$ cat src/rtl/bp_me_arb_pkg.sv
// Shared types for the CCE-to-memory arbiter: FSM state encoding and a safe log2.
package bp_me_arb_pkg;

  typedef enum logic [2:0] {
    E_IDLE     = 3'd0,
    E_ISSUE_RD = 3'd1,
    E_ISSUE_WR = 3'd2,
    E_WAIT_RD  = 3'd3,
    E_WAIT_WR  = 3'd4
  } bp_mem_arb_state_e;

  // Index width that never collapses to zero for a single requester.
  function automatic int safe_clog2(input int n);
    return (n > 1) ? $clog2(n) : 1;
  endfunction

endpackage

$ cat src/rtl/bp_mem_arb_rr_pick.sv
// Round-robin picker: first requester at or above ptr_i, wrapping modulo num_p.
module bp_mem_arb_rr_pick #(
  parameter int num_p    = 2,
  parameter int lg_num_p = 1
) (
  input  logic [num_p-1:0]    req_i,
  input  logic [lg_num_p-1:0] ptr_i,
  output logic [num_p-1:0]    grant_oh_o,
  output logic [lg_num_p-1:0] grant_idx_o,
  output logic                v_o
);

  // Scan num_p slots starting at ptr_i; the first hit wins.
  always_comb begin
    int idx;
    grant_oh_o  = '0;
    grant_idx_o = '0;
    v_o         = 1'b0;
    idx         = 0;
    for (int k = 0; k < num_p; k++) begin
      idx = int'(ptr_i) + k;
      if (idx >= num_p) idx = idx - num_p;
      if (!v_o && req_i[idx]) begin
        v_o             = 1'b1;
        grant_oh_o[idx] = 1'b1;
        grant_idx_o     = lg_num_p'(idx);
      end
    end
  end

endmodule

$ cat src/rtl/bp_mem_arbiter.sv
// Shares one single-outstanding memory port among num_cce_p CCEs, round-robin,
// writeback (data_cmd) ahead of read (cmd) within a CCE; responses are routed
// back to the owning CCE with zero latency.
module bp_mem_arbiter
  import bp_me_arb_pkg::*;
#(
  parameter int num_cce_p         = 2,
  parameter int cmd_width_p       = 64,
  parameter int data_cmd_width_p  = 64,
  parameter int resp_width_p      = 64,
  parameter int data_resp_width_p = 64,
  parameter int timeout_p         = 4096,
  parameter int lg_num_cce_lp     = safe_clog2(num_cce_p)
) (
  input  logic                                  clk_i,
  input  logic                                  reset_i,
  input  logic [num_cce_p*cmd_width_p-1:0]      cce_cmd_i,
  input  logic [num_cce_p-1:0]                  cce_cmd_v_i,
  output logic [num_cce_p-1:0]                  cce_cmd_yumi_o,
  input  logic [num_cce_p*data_cmd_width_p-1:0] cce_data_cmd_i,
  input  logic [num_cce_p-1:0]                  cce_data_cmd_v_i,
  output logic [num_cce_p-1:0]                  cce_data_cmd_yumi_o,
  output logic [resp_width_p-1:0]               cce_resp_o,
  output logic [num_cce_p-1:0]                  cce_resp_v_o,
  input  logic [num_cce_p-1:0]                  cce_resp_ready_i,
  output logic [data_resp_width_p-1:0]          cce_data_resp_o,
  output logic [num_cce_p-1:0]                  cce_data_resp_v_o,
  input  logic [num_cce_p-1:0]                  cce_data_resp_ready_i,
  output logic [cmd_width_p-1:0]                mem_cmd_o,
  output logic                                  mem_cmd_v_o,
  input  logic                                  mem_cmd_yumi_i,
  output logic [data_cmd_width_p-1:0]           mem_data_cmd_o,
  output logic                                  mem_data_cmd_v_o,
  input  logic                                  mem_data_cmd_yumi_i,
  input  logic [resp_width_p-1:0]               mem_resp_i,
  input  logic                                  mem_resp_v_i,
  output logic                                  mem_resp_ready_o,
  input  logic [data_resp_width_p-1:0]          mem_data_resp_i,
  input  logic                                  mem_data_resp_v_i,
  output logic                                  mem_data_resp_ready_o,
  output logic [lg_num_cce_lp-1:0]              owner_o,
  output logic                                  busy_o,
  output logic                                  timeout_o,
  output logic                                  proto_err_o
);

  localparam int cnt_w_lp = $clog2(timeout_p + 1);
  localparam logic [cnt_w_lp-1:0] to_lp = cnt_w_lp'(timeout_p);

  bp_mem_arb_state_e             state_q;
  logic [lg_num_cce_lp-1:0]      owner_q, rr_ptr_q, rr_next;
  logic [cmd_width_p-1:0]        cmd_q, cmd_sel;
  logic [data_cmd_width_p-1:0]   data_cmd_q, data_cmd_sel;
  logic [cnt_w_lp-1:0]           cnt_q, cnt_d;
  logic                          timeout_q, timeout_d;
  logic                          proto_err_q, proto_err_d;

  logic [num_cce_p-1:0]          req, grant_oh, owner_oh;
  logic [lg_num_cce_lp-1:0]      grant_idx;
  logic                          grant_v, grant, grant_wr, idle, wrong_ch;

  assign req  = cce_cmd_v_i | cce_data_cmd_v_i;
  assign idle = (state_q == E_IDLE);

  bp_mem_arb_rr_pick #(
    .num_p    (num_cce_p),
    .lg_num_p (lg_num_cce_lp)
  ) rr_pick (
    .req_i       (req),
    .ptr_i       (rr_ptr_q),
    .grant_oh_o  (grant_oh),
    .grant_idx_o (grant_idx),
    .v_o         (grant_v)
  );

  // Grant only from IDLE and never while reset is held.
  assign grant    = idle & grant_v & ~reset_i;
  assign grant_wr = |(grant_oh & cce_data_cmd_v_i);

  assign cce_data_cmd_yumi_o = (grant &  grant_wr) ? grant_oh : '0;
  assign cce_cmd_yumi_o      = (grant & ~grant_wr) ? grant_oh : '0;

  // With one requester this folds to a constant 0.
  assign rr_next = (grant_idx == lg_num_cce_lp'(num_cce_p - 1)) ? '0
                                                                : grant_idx + lg_num_cce_lp'(1);

  // Select the winner's payloads from the flattened request buses.
  always_comb begin
    cmd_sel      = '0;
    data_cmd_sel = '0;
    for (int i = 0; i < num_cce_p; i++) begin
      if (grant_oh[i]) begin
        cmd_sel      = cce_cmd_i[i*cmd_width_p +: cmd_width_p];
        data_cmd_sel = cce_data_cmd_i[i*data_cmd_width_p +: data_cmd_width_p];
      end
    end
  end

  // Decode the owner index into a one-hot response routing mask.
  always_comb begin
    owner_oh = '0;
    for (int i = 0; i < num_cce_p; i++)
      owner_oh[i] = (owner_q == lg_num_cce_lp'(i));
  end

  // Flag responses arriving on the channel the current transaction cannot use.
  always_comb begin
    case (state_q)
      E_IDLE:                wrong_ch = mem_resp_v_i | mem_data_resp_v_i;
      E_ISSUE_RD, E_WAIT_RD: wrong_ch = mem_resp_v_i;
      default:               wrong_ch = mem_data_resp_v_i;
    endcase
  end

  // Wait counter saturates; timeout fires on the cycle it reaches timeout_p.
  always_comb begin
    cnt_d       = cnt_q;
    timeout_d   = timeout_q;
    proto_err_d = proto_err_q | wrong_ch;
    if (grant) begin
      cnt_d = '0;
    end else if (!idle && cnt_q != to_lp) begin
      cnt_d = cnt_q + cnt_w_lp'(1);
      if (cnt_d == to_lp) timeout_d = 1'b1;
    end
  end

  // Arbitration FSM, hold registers and status flags.
  always_ff @(posedge clk_i or posedge reset_i) begin
    if (reset_i) begin
      state_q     <= E_IDLE;
      owner_q     <= '0;
      rr_ptr_q    <= '0;
      cmd_q       <= '0;
      data_cmd_q  <= '0;
      cnt_q       <= '0;
      timeout_q   <= 1'b0;
      proto_err_q <= 1'b0;
    end else begin
      cnt_q       <= cnt_d;
      timeout_q   <= timeout_d;
      proto_err_q <= proto_err_d;
      case (state_q)
        E_IDLE: if (grant_v) begin
          owner_q  <= grant_idx;
          rr_ptr_q <= rr_next;
          if (grant_wr) begin
            data_cmd_q <= data_cmd_sel;
            state_q    <= E_ISSUE_WR;
          end else begin
            cmd_q   <= cmd_sel;
            state_q <= E_ISSUE_RD;
          end
        end
        E_ISSUE_RD: if (mem_cmd_yumi_i)      state_q <= E_WAIT_RD;
        E_ISSUE_WR: if (mem_data_cmd_yumi_i) state_q <= E_WAIT_WR;
        // Memory raises a response valid only while it sees ready.
        E_WAIT_RD:  if (mem_data_resp_v_i)   state_q <= E_IDLE;
        E_WAIT_WR:  if (mem_resp_v_i)        state_q <= E_IDLE;
        default:                             state_q <= E_IDLE;
      endcase
    end
  end

  assign mem_cmd_o        = cmd_q;
  assign mem_cmd_v_o      = (state_q == E_ISSUE_RD);
  assign mem_data_cmd_o   = data_cmd_q;
  assign mem_data_cmd_v_o = (state_q == E_ISSUE_WR);

  // Ready is live in ISSUE states too: memory checks it before taking a command.
  assign mem_resp_ready_o      = ~idle & |(cce_resp_ready_i & owner_oh);
  assign mem_data_resp_ready_o = ~idle & |(cce_data_resp_ready_i & owner_oh);

  assign cce_resp_o        = mem_resp_i;
  assign cce_data_resp_o   = mem_data_resp_i;
  assign cce_resp_v_o      = (~idle & mem_resp_v_i)      ? owner_oh : '0;
  assign cce_data_resp_v_o = (~idle & mem_data_resp_v_i) ? owner_oh : '0;

  assign owner_o     = owner_q;
  assign busy_o      = ~idle;
  assign timeout_o   = timeout_q;
  assign proto_err_o = proto_err_q;

endmodule

$ cat config.mk
export PLATFORM = sky130hd
export DESIGN_NAME = bp_mem_arbiter
export DESIGN_NICKNAME = d
export VERILOG_FILES = /design/src/rtl/bp_me_arb_pkg.sv /design/src/rtl/bp_mem_arb_rr_pick.sv /design/src/rtl/bp_mem_arbiter.sv
export SDC_FILE = /design/constraint.sdc
export NUM_CORES = 1
export LEC_CHECK = 0
export ABC_AREA = 1
export CORE_AREA = 2 2 261 263
export CTS_CLUSTER_DIAMETER = 120
export DETAILED_ROUTE_END_ITERATION = 16
export DIE_AREA = 0 0 263 265
export PLACE_DENSITY_LB_ADDON = 0.15
export SLEW_MARGIN = 30
export SYNTH_ARGS = -nofsm -noshare
export SYNTH_HDL_FRONTEND = slang
export SYNTH_SLANG_ARGS = --single-unit
export TNS_END_PERCENT = 5
$ cat constraint.sdc
create_clock -name clk_i -period 5.3 [get_ports clk_i]
set_input_delay 0.795 -clock clk_i [delete_from_list [all_inputs] [get_ports clk_i]]
set_output_delay 0.795 -clock clk_i [all_outputs]
set_load 0.005 [all_outputs]
==> results.md, run 1 <==
- Ports: 670
- Vias/cell: about 3.6
- Slew @ Worst Pin: approximately 930 ps
- Crit path largest cell delay: approximately 640 ps
- DRT antenna net count: 0
- Vias in the first global route: 9077
- Synth Net Count: about 1.7k
- Largest net degree at the start of global routing: 85
- Clk sinks: ~150
- Minimum clock period: approximately 4200 ps
- GP Congestion: 0.770
- Final hold violation count: 0
- CP Launch Type: input port
- Final nets: a little under 2k
- Register area: 3700 um^2
- Worst-path fanout max: 5
- DP HPWL: around 27 mm
- Setup ws final: 1130 ps
- Synth cell count leaders: nand2_1, inv_1, dfrtp_1
- Worst EP required: 4510 ps
- Synth area leaders: dfrtp_1, nand2_1, buf_4
- Longest Clk Path Bufs: 2
- Clock slew at reported path FFs: around 70 ps
- Setup violators final: 0
- Grt total ovfl: 0
- Leak: 6.49 nW
- PostCTS Resize Cnt: 0
- CP Class: in2out
- Post-synth top area share: 0.410
- Core Area: around 67000 um^2
- Ys flop type: dfrtp_1
- Max Slew Vio Count: 0
- CP top delay family: simple AND/OR/NAND/NOR gates
- Hold Crit Depth: 2
- Global Route Usage Sum: 0.108
- Worst setup EP type: output pin
- Async set or reset register ratio after synthesis: 1.00
- Postcts setup bufs: 0
- Rel. slew slack: 0.381
- Area growth from synthesis to layout: 51.5%
- IO Port Bufs: 413
- Initial DRC Count: roughly 400
- Max Freq: 240 MHz
- CTS tree: built
- First-pass GRT wire length: 56.6 mm
- Max_cap viols: 0
- Hold Startpoint: timeout_o
- Chip width: 263 um
- Cell taking the most area after synthesis: dfrtp_1
- Fin util: 0.205
- Final period util: 0.787
- Fillers: roughly 7.5k
- WL/cell: approximately 15 um
- Final wirelength: roughly 38 mm
- CP Launch Point: cce_data_cmd_v_i[1]
- RR Startpoint: rr_ptr_q
- Netlist cell types: 29
- Skew final: 12.0 ps
- FF+latch count, synth: between 100 and 150
- Worst-case vdd ir drop: ~260 uV
- Yosys warnings: 0
- Crit path buf inv count: 2
- Synth Area per Inst: just under 7 um^2
- Hold_buf cts: 0
- Worst r2r path cells: 8
- DR pass1 iterations: 4
- Status: finished, final reports clean
- CTS Buf Count: 17
- Post-Place Setup Slack: 1220 ps
- Post-synth EDFFs: 0
- Setup TNS: 0 ps
- Post-Synthesis Cells: 1307
- RSZ-0062 raised after global routing: false
- Hold WS: 462 ps
- H-tree Lvls: 4
- Multi-input gate area: approximately 3400 um^2
- Die Height: between 200 and 300 um
- Most frequent cell after synthesis: nand2_1
- DRC viols: 0
- Die area: around 70000 um^2
- Worst hold path type: reg2reg
- Clk_lat worst skew: around 480 ps
- Num rows: 95
- Vias: about 9k
- Share of cells above drive strength 1: 0.0376
- PwrDens: about 470 nW/um^2
- Clock Tree Root: clkbuf_16
- Initial antenna violation count: 3
- Syn Std Cell Area: approximately 9000 um^2
- Critical Path AT: about 3400 ps
- Crit path max-delay cell type: clkdlybuf4s50_1
- Stages on the worst setup path: 7
- Seq/Total Area, Yosys: 0.410
- Critical Path, Cell by Cell: clkdlybuf4s50_1, nor2_2, o21ai_1, nand2_2, nand2_2, nor3_1, clkdlybuf4s50_1
- Starting density of the core: 0.135
path summary, 6_finish.rpt:
kind	end	slack, ps
setup / recovery	cce_data_cmd_yumi_o[1]	1130
hold / removal	timeout_o	460
setup reg to reg	mem_data_cmd_o[4]	2720
hold reg to reg	timeout_o	460
max in group asynchronous	mem_cmd_o[30]	3660
min in group asynchronous	cnt_q[8]	900
sequential cells by signal (all words and copies together), names as in the netlist:
register	cells
mem_cmd_o	64
mem_data_cmd_o	64
timeout_o	1
proto_err_o	1
owner_o	1
state_q	3
rr_ptr_q	1
cnt_q	13
report_power, final:
part | total, mW | internal (mW) | switching (mW)
sequential | 1.95 | 1.63 | 0.322
combinational | 3.23 | 1.47 | 1.75
clock | 1.26 | 0.695 | 0.568
total | 6.44 | 3.80 | 2.64
logic make-up after synthesis:
kind of cell / share of synthesized area
buffers and inverters: 0.212
adders and majority gates: 0.00415
AOI/OAI and AO/OA: 0.0903
and+or+nand+nor: 0.283
DFF: 0.410
worst register-to-register path, stage by stage (launching register included):
cell	delay [ps]
dfrtp_1	320
inv_1	120
a21oi_4	220
buf_4	550
buf_4	800
nand2_1	170
o21ai_0	150
nand3_1	100
nand2_1	100
per-stage QoR:
step | power [mW] | std cells | area [um^2]
after floorplan | 3.55 | 1307 | 9030
after global placement | 5.33 | 2408 | 13100
after detailed placement | 5.32 | 2408 | 13100
after CTS | 6.66 | 2440 | 13700
after global routing | 7.05 | 2441 | 13700
final | 6.44 | 2442 | 13700
cell usage in the layout, fill, tap and decap left out, types with 9 or more instances in the layout:
master	Yosys	routed
buf_4	134	9
clkbuf_16	0	17
clkdlybuf4s50_1	0	413
dfrtp_1	148	148
inv_1	158	157
nand2_1	514	513
nand3_1	78	78
nor2_1	22	22
nor3_1	9	9
o21ai_0	135	135
routing by layer:
metal,wire length [um],part of all wire,track usage
met1,15300,0.41,0.120
met2,18200,0.49,0.183
met3,2980,0.079,0.0448
met4,1030,0.027,0.0442
met5,10,0.00027,0
cell type report:
cell class,instances,area share
antenna,1,0.000183
clock buffer,21,0.0322
clock inverter,11,0.00942
inverter,166,0.0459
multi-input combinational,798,0.251
sequential,148,0.271
tap,873,0.0798
timing repair buffer,424,0.310
No activity file was read; power rests on OpenSTA's default activity.
==> run 2, diff against run 1 <==
Clock period 5.3 ns to 4.2 ns, I/O delays scaled along.
==> results.md, run 2 (synthesis results as in run 1) <==
- Commonest cells after routing, fill and taps aside: nand2_1, clkdlybuf4s50_1, inv_1, dfrtp_1, o21ai_0
- Initial DRC Count: 486 (+19%)
- CTS tree: built
- CP Launch Type: input port
- Max Slew Vio Count: 0 (unchanged)
- Crit path buf inv count: 3 (+1)
- Global Route Usage Sum: 0.105 (-0.00332)
- Clk_lat worst skew: 470 ps (about the same)
- Setup TNS: 0 ps (unchanged)
- Slew @ Worst Pin: 889 ps (-39.8 ps)
- Core Area: 66800 um^2 (unchanged)
- PostCTS Resize Cnt: 0 (unchanged)
- Starting density of the core: 0.135 (unchanged)
- Clk sinks: 148 (unchanged)
- Postcts setup bufs: 0 (unchanged)
- Skew final: 9.40 ps (-2.61 ps)
- Setup violators final: 0 (unchanged)
- Multi-input gate area: 3440 um^2 (unchanged)
- Worst-case vdd ir drop: 274 uV (+5.3%)
- Crit path largest cell delay: 540 ps (-100 ps)
- Vias in the first global route: 9020 (-0.63%)
- Grt total ovfl: 0 (unchanged)
- Rel. slew slack: 0.407 (+0.0265)
- First-pass GRT wire length: 54.9 mm (-3.0%)
- GP Congestion: 0.726 (-5.7%)
- DRT antenna net count: 0 (unchanged)
- Max_cap viols: 0 (unchanged)
- Status: finished, final reports clean
- DP HPWL: 26.8 mm (-0.88%)
- CP dominant cell by count: clkdlybuf4s50_1
- DRC viols: 0 (unchanged)
- Largest net degree at the start of global routing: 91 (+7.1%)
- Vias: 8714 (-0.54%)
- Leak: 6.45 nW (-0.58%)
- Critical Path, Cell by Cell: clkdlybuf4s50_1, nor2_2, a21oi_4, nand2_1, nand2_2, nor2_4, inv_2, nor3_1, clkdlybuf4s50_1
- Critical Path AT: 2620 ps (-760 ps)
- CTS Buf Count: 17 (unchanged)
- Ports: 670 (unchanged)
- CP Class: in2out
- Placed Area: 13100 um^2 (+0.11%)
- Initial antenna violation count: 1 (-2)
- Minimum clock period: approximately 3200 ps
- Final period util: 0.773
- Final wirelength: 36.4 mm (-3.2%)
- Num rows: 95 (unchanged)
- DR pass1 iterations: 5 (+1)
- Worst hold path type: reg2reg
- Clock slew at reported path FFs: 60 ps (about the same)
- Crit path max-delay cell type: clkdlybuf4s50_1
- IO Port Bufs: 413 (unchanged)
- Hold_buf cts: 0 (unchanged)
- Chip width: 263 um (unchanged)
- Final hold violation count: 0 (unchanged)
- Share of cells above drive strength 1: 0.0376 (unchanged)
- Fillers: 7520 (+0.093%)
- RSZ-0062 raised after global routing: false
- Final nets: 1957 (+0.051%)
- Final design area excluding fillers: 13600 um^2 (-0.53%)
- Vias/cell: 3.57 (-0.50%)
- Worst EP required: 3570 ps (-940 ps)
- Register area: 3700 um^2 (unchanged)
- Longest Clk Path Bufs: 2 (unchanged)
- CP top delay family: buffers and inverters
- H-tree Lvls: 4 (unchanged)
- Commonest non-fill, non-tap cell in the layout: nand2_1
- Max Freq: between 300 and 400 MHz
- PwrDens: 584 nW/um^2 (+24%)
- Worst setup EP type: output pin
- Die area: 69700 um^2 (unchanged)
- Worst-path fanout max: 5 (unchanged)
- Area growth from synthesis to layout: 50.7%
- WL/cell: 14.9 um (-3.2%)
- Die Height: 265 um (unchanged)
- Clock Tree Root: clkbuf_16
- # diodes: 0 (-1)
==> run 2: cell types whose count changed in the layout (fill, tap and decap cells not counted), sizes merged <==
| cell | before | now |
|---|---|---|
| bufinv | 2 | 0 |
| clkbuf | 21 | 22 |
| buf | 11 | 12 |
| diode | 1 | 0 |
| inv | 167 | 164 |
| clkinvlp | 2 | 5 |
==> run 2: per-layer routing <==
metal,track usage,part of all wire,vias up
met1,0.115,0.40,3922
li1,-,-,4363
met4,0.0520,0.032,2
met3,0.0402,0.077,72
met2,0.178,0.49,355
met5,0,0.00036,-
==> run 2: final timing paths <==
path	from	endpoint	slack (ps)	cells past startpoint
worst max-delay path	cce_cmd_v_i[1]	cce_cmd_yumi_o[1]	950	9
worst min-delay path	mem_cmd_o[18]	mem_cmd_o[18]	470	2
worst max register to register	state_q[0]	cnt_q[11]	1990	8
worst min register to register	mem_cmd_o[18]	mem_cmd_o[18]	470	2
max in group asynchronous	reset_i	mem_cmd_o[30]	2550	3
min in group asynchronous	reset_i	cnt_q[9]	820	3
==> run 2: metrics by stage <==
stage	instances	hold slack, ps	util	total power, mW	worst slack, ps
finish	2441	467	0.204	7.95	954
floorplan	1307	457	-	4.49	806
detailed placement	2410	458	0.196	6.67	940
global route	2441	488	0.204	8.69	769
global placement	2410	453	0.196	6.69	915
CTS	2441	474	0.204	8.21	939
==> run 2: where the power goes <==
group / total [mW] / switching [mW] / internal (mW)
Clock: 1.43 / 0.670 / 0.761
Combinational: 4.07 / 2.20 / 1.87
Sequential: 2.45 / 0.388 / 2.06
Total: 7.95 / 3.26 / 4.69
==> run 2: area by class of cell <==
| class | count | area share |
|---|---|---|
| Clock buffer | 22 | 0.0334 |
| Inverter | 166 | 0.0460 |
| Multi-Input combinational cell | 798 | 0.253 |
| Sequential cell | 148 | 0.272 |
| Clock inverter | 9 | 0.00432 |
| Tap cell | 873 | 0.0802 |
| Timing Repair Buffer | 425 | 0.311 |
==> run 2: worst min-delay path, stage by stage (launching register included) <==
cell and delay [ps]:
dfrtp_1 340, nand2_1 50, nand2_1 40
==> run 3, diff against run 2 <==
Clock period 4.2 ns to 3.38 ns, I/O delays scaled along.
==> results.md, run 3 (synthesis results as in run 1) <==
- Fillers: 7467 (-0.70%)
- GP Congestion: 0.746 (+2.8%)
- Clk_lat worst skew: 470 ps (about the same)
- Ports: 670 (unchanged)
- Vias in the first global route: 9189 (+1.9%)
- Starting density of the core: 0.135 (unchanged)
- Hold_buf cts: 0 (unchanged)
- Multi-input gate area: 3440 um^2 (unchanged)
- Final nets: 1960 (+0.15%)
- First-pass GRT wire length: 56.2 mm (+2.4%)
- Skew final: 13.5 ps (+4.09 ps)
- Commonest cells after routing, fill and taps aside: nand2_1, clkdlybuf4s50_1, inv_1, dfrtp_1, o21ai_0
- Initial antenna violation count: 1 (unchanged)
- Leak: 6.51 nW (+0.96%)
- Hold Startpoint: mem_cmd_o[18]
- Num rows: 95 (unchanged)
- RR Startpoint: state_q[0]
- CP Launch Point: state_q[0]
- Met2 GRT Util: 0.176 (-0.00172)
- Max Slew Vio Count: 0 (unchanged)
- PostCTS Resize Cnt: 0 (unchanged)
- # diodes: 0 (unchanged)
- CP Launch Type: register
- Minimum clock period: slightly below 3000 ps
- DRC viols: 0 (unchanged)
- Worst hold path type: reg2reg
- WL/cell: 15.1 um (+1.2%)
- Worst-path fanout max: 10 (+5)
- CTS tree: built
- Largest net degree at the start of global routing: 100 (+9.9%)
- Vias/cell: 3.58 (+0.29%)
- PwrDens: 737 nW/um^2 (+26%)
- DR pass1 iterations: 5 (unchanged)
- Final design area excluding fillers: 13700 um^2 (+0.74%)
- Slew @ Worst Pin: 903 ps (+13.8 ps)
- Vias: 8754 (+0.46%)
- Status: finished, final reports clean
- Initial DRC Count: 433 (-11%)
- Area growth from synthesis to layout: 51.8%
- Chip width: 263 um (unchanged)
- Placed Area: 13100 um^2 (+0.27%)
- Worst EP required: 2870 ps (-700 ps)
- RSZ-0062 raised after global routing: false
- Clock slew at reported path FFs: 60 ps (about the same)
- Register area: 3700 um^2 (unchanged)
- Postcts setup bufs: 0 (unchanged)
- Setup ws final: 402 ps (-552 ps)
- Longest Clk Path Bufs: 2 (unchanged)
- GR Util met1: 0.122 (+0.00684)
- Met3 usage: 0.0382 (-0.00204)
- Clk sinks: 148 (unchanged)
- Final hold violation count: 0 (unchanged)
- IO Port Bufs: 413 (unchanged)
- Worst setup EP type: output pin
- Max_cap viols: 0 (unchanged)
- Worst-case vdd ir drop: 367 uV (+34%)
- Max Freq: 336 MHz
- GR peak layer: met2
- Setup violators final: 0 (unchanged)
- Commonest non-fill, non-tap cell in the layout: nand2_1
- Clock Tree Root: clkbuf_16
- Final wirelength: 36.9 mm (+1.3%)
- Grt total ovfl: 0 (unchanged)
- Share of cells above drive strength 1: 0.0420 (+0.00436)
- Core Area: 66800 um^2 (unchanged)
- Rel. slew slack: 0.398 (-0.00917)
- Final period util: 0.881
- DP HPWL: 27.3 mm (+1.6%)
- Placed Instances: 2413 (+0.12%)
- Die area: 69700 um^2 (unchanged)
- Post-Layout Cell Count: 2445 (+0.16%)
- Critical Path AT: 2470 ps (-150 ps)
- CTS Buf Count: 17 (unchanged)
- Post-Place Setup Slack: 465 ps (-475 ps)
- CP Class: reg2out
- Die Height: 265 um (unchanged)
- Global Route Usage Sum: 0.106 (+0.00129)
- H-tree Lvls: 4 (unchanged)
- FF-to-FF setup slack: 1160 ps (-830 ps)
- DRT antenna net count: 0 (unchanged)
- Setup TNS: 0 ps (unchanged)
## run 3: cell types whose count changed in the layout (fill, tap and decap cells not counted), sizes merged
cell	change
clkinvlp	-2
inv	+3
clkinv	-1
bufinv	+1
buf	+3
## run 3: metrics by stage
step	hold WS (ps)	util	total power, mW
final	468	0.205	10.1
after global routing	495	0.205	11.0
after global placement	454	0.197	8.35
after CTS	474	0.205	10.4
after floorplan	457	-	5.57
after detailed placement	457	0.197	8.36
## run 3: routing by layer
layer,vias to the layer above,share of wire
met5,-,0.00035
met1,3963,0.42
met4,2,0.033
met2,342,0.48
met3,74,0.073
li1,4373,-
## run 3: worst paths after layout
check,cells past startpoint,end
min,2,mem_cmd_o[18]
max in group asynchronous,3,mem_cmd_o[27]
max reg2reg,8,cnt_q[11]
max,8,cce_cmd_yumi_o[1]
min in group asynchronous,3,cnt_q[11]
min reg2reg,2,mem_cmd_o[18]
## run 3: final cells by class
cell class | instances | area share
inverter | 166 | 0.0457
multi-input combinational | 798 | 0.251
sequential | 148 | 0.270
timing repair buffer | 428 | 0.311
clock buffer | 22 | 0.0353
clock inverter | 10 | 0.00693
tap | 873 | 0.0796
## run 3: worst max-delay path: stages (launching register included)
cell             delay (ps)
dfrtp_1                 390
inv_2                   100
nand3_4                 180
inv_2                   270
o21ai_2                 170
nor2_4                  150
inv_2                    60
nor3_1                  140
clkdlybuf4s50_1         540
## run 3: power by group
| group | leakage [nW] | total, mW | switching [mW] | internal (mW) |
|---|---|---|---|---|
| registers | 1.88 | 3.05 | 0.492 | 2.56 |
| clock network | 0.283 | 1.97 | 0.873 | 1.09 |
| logic | 4.35 | 5.10 | 2.76 | 2.34 |
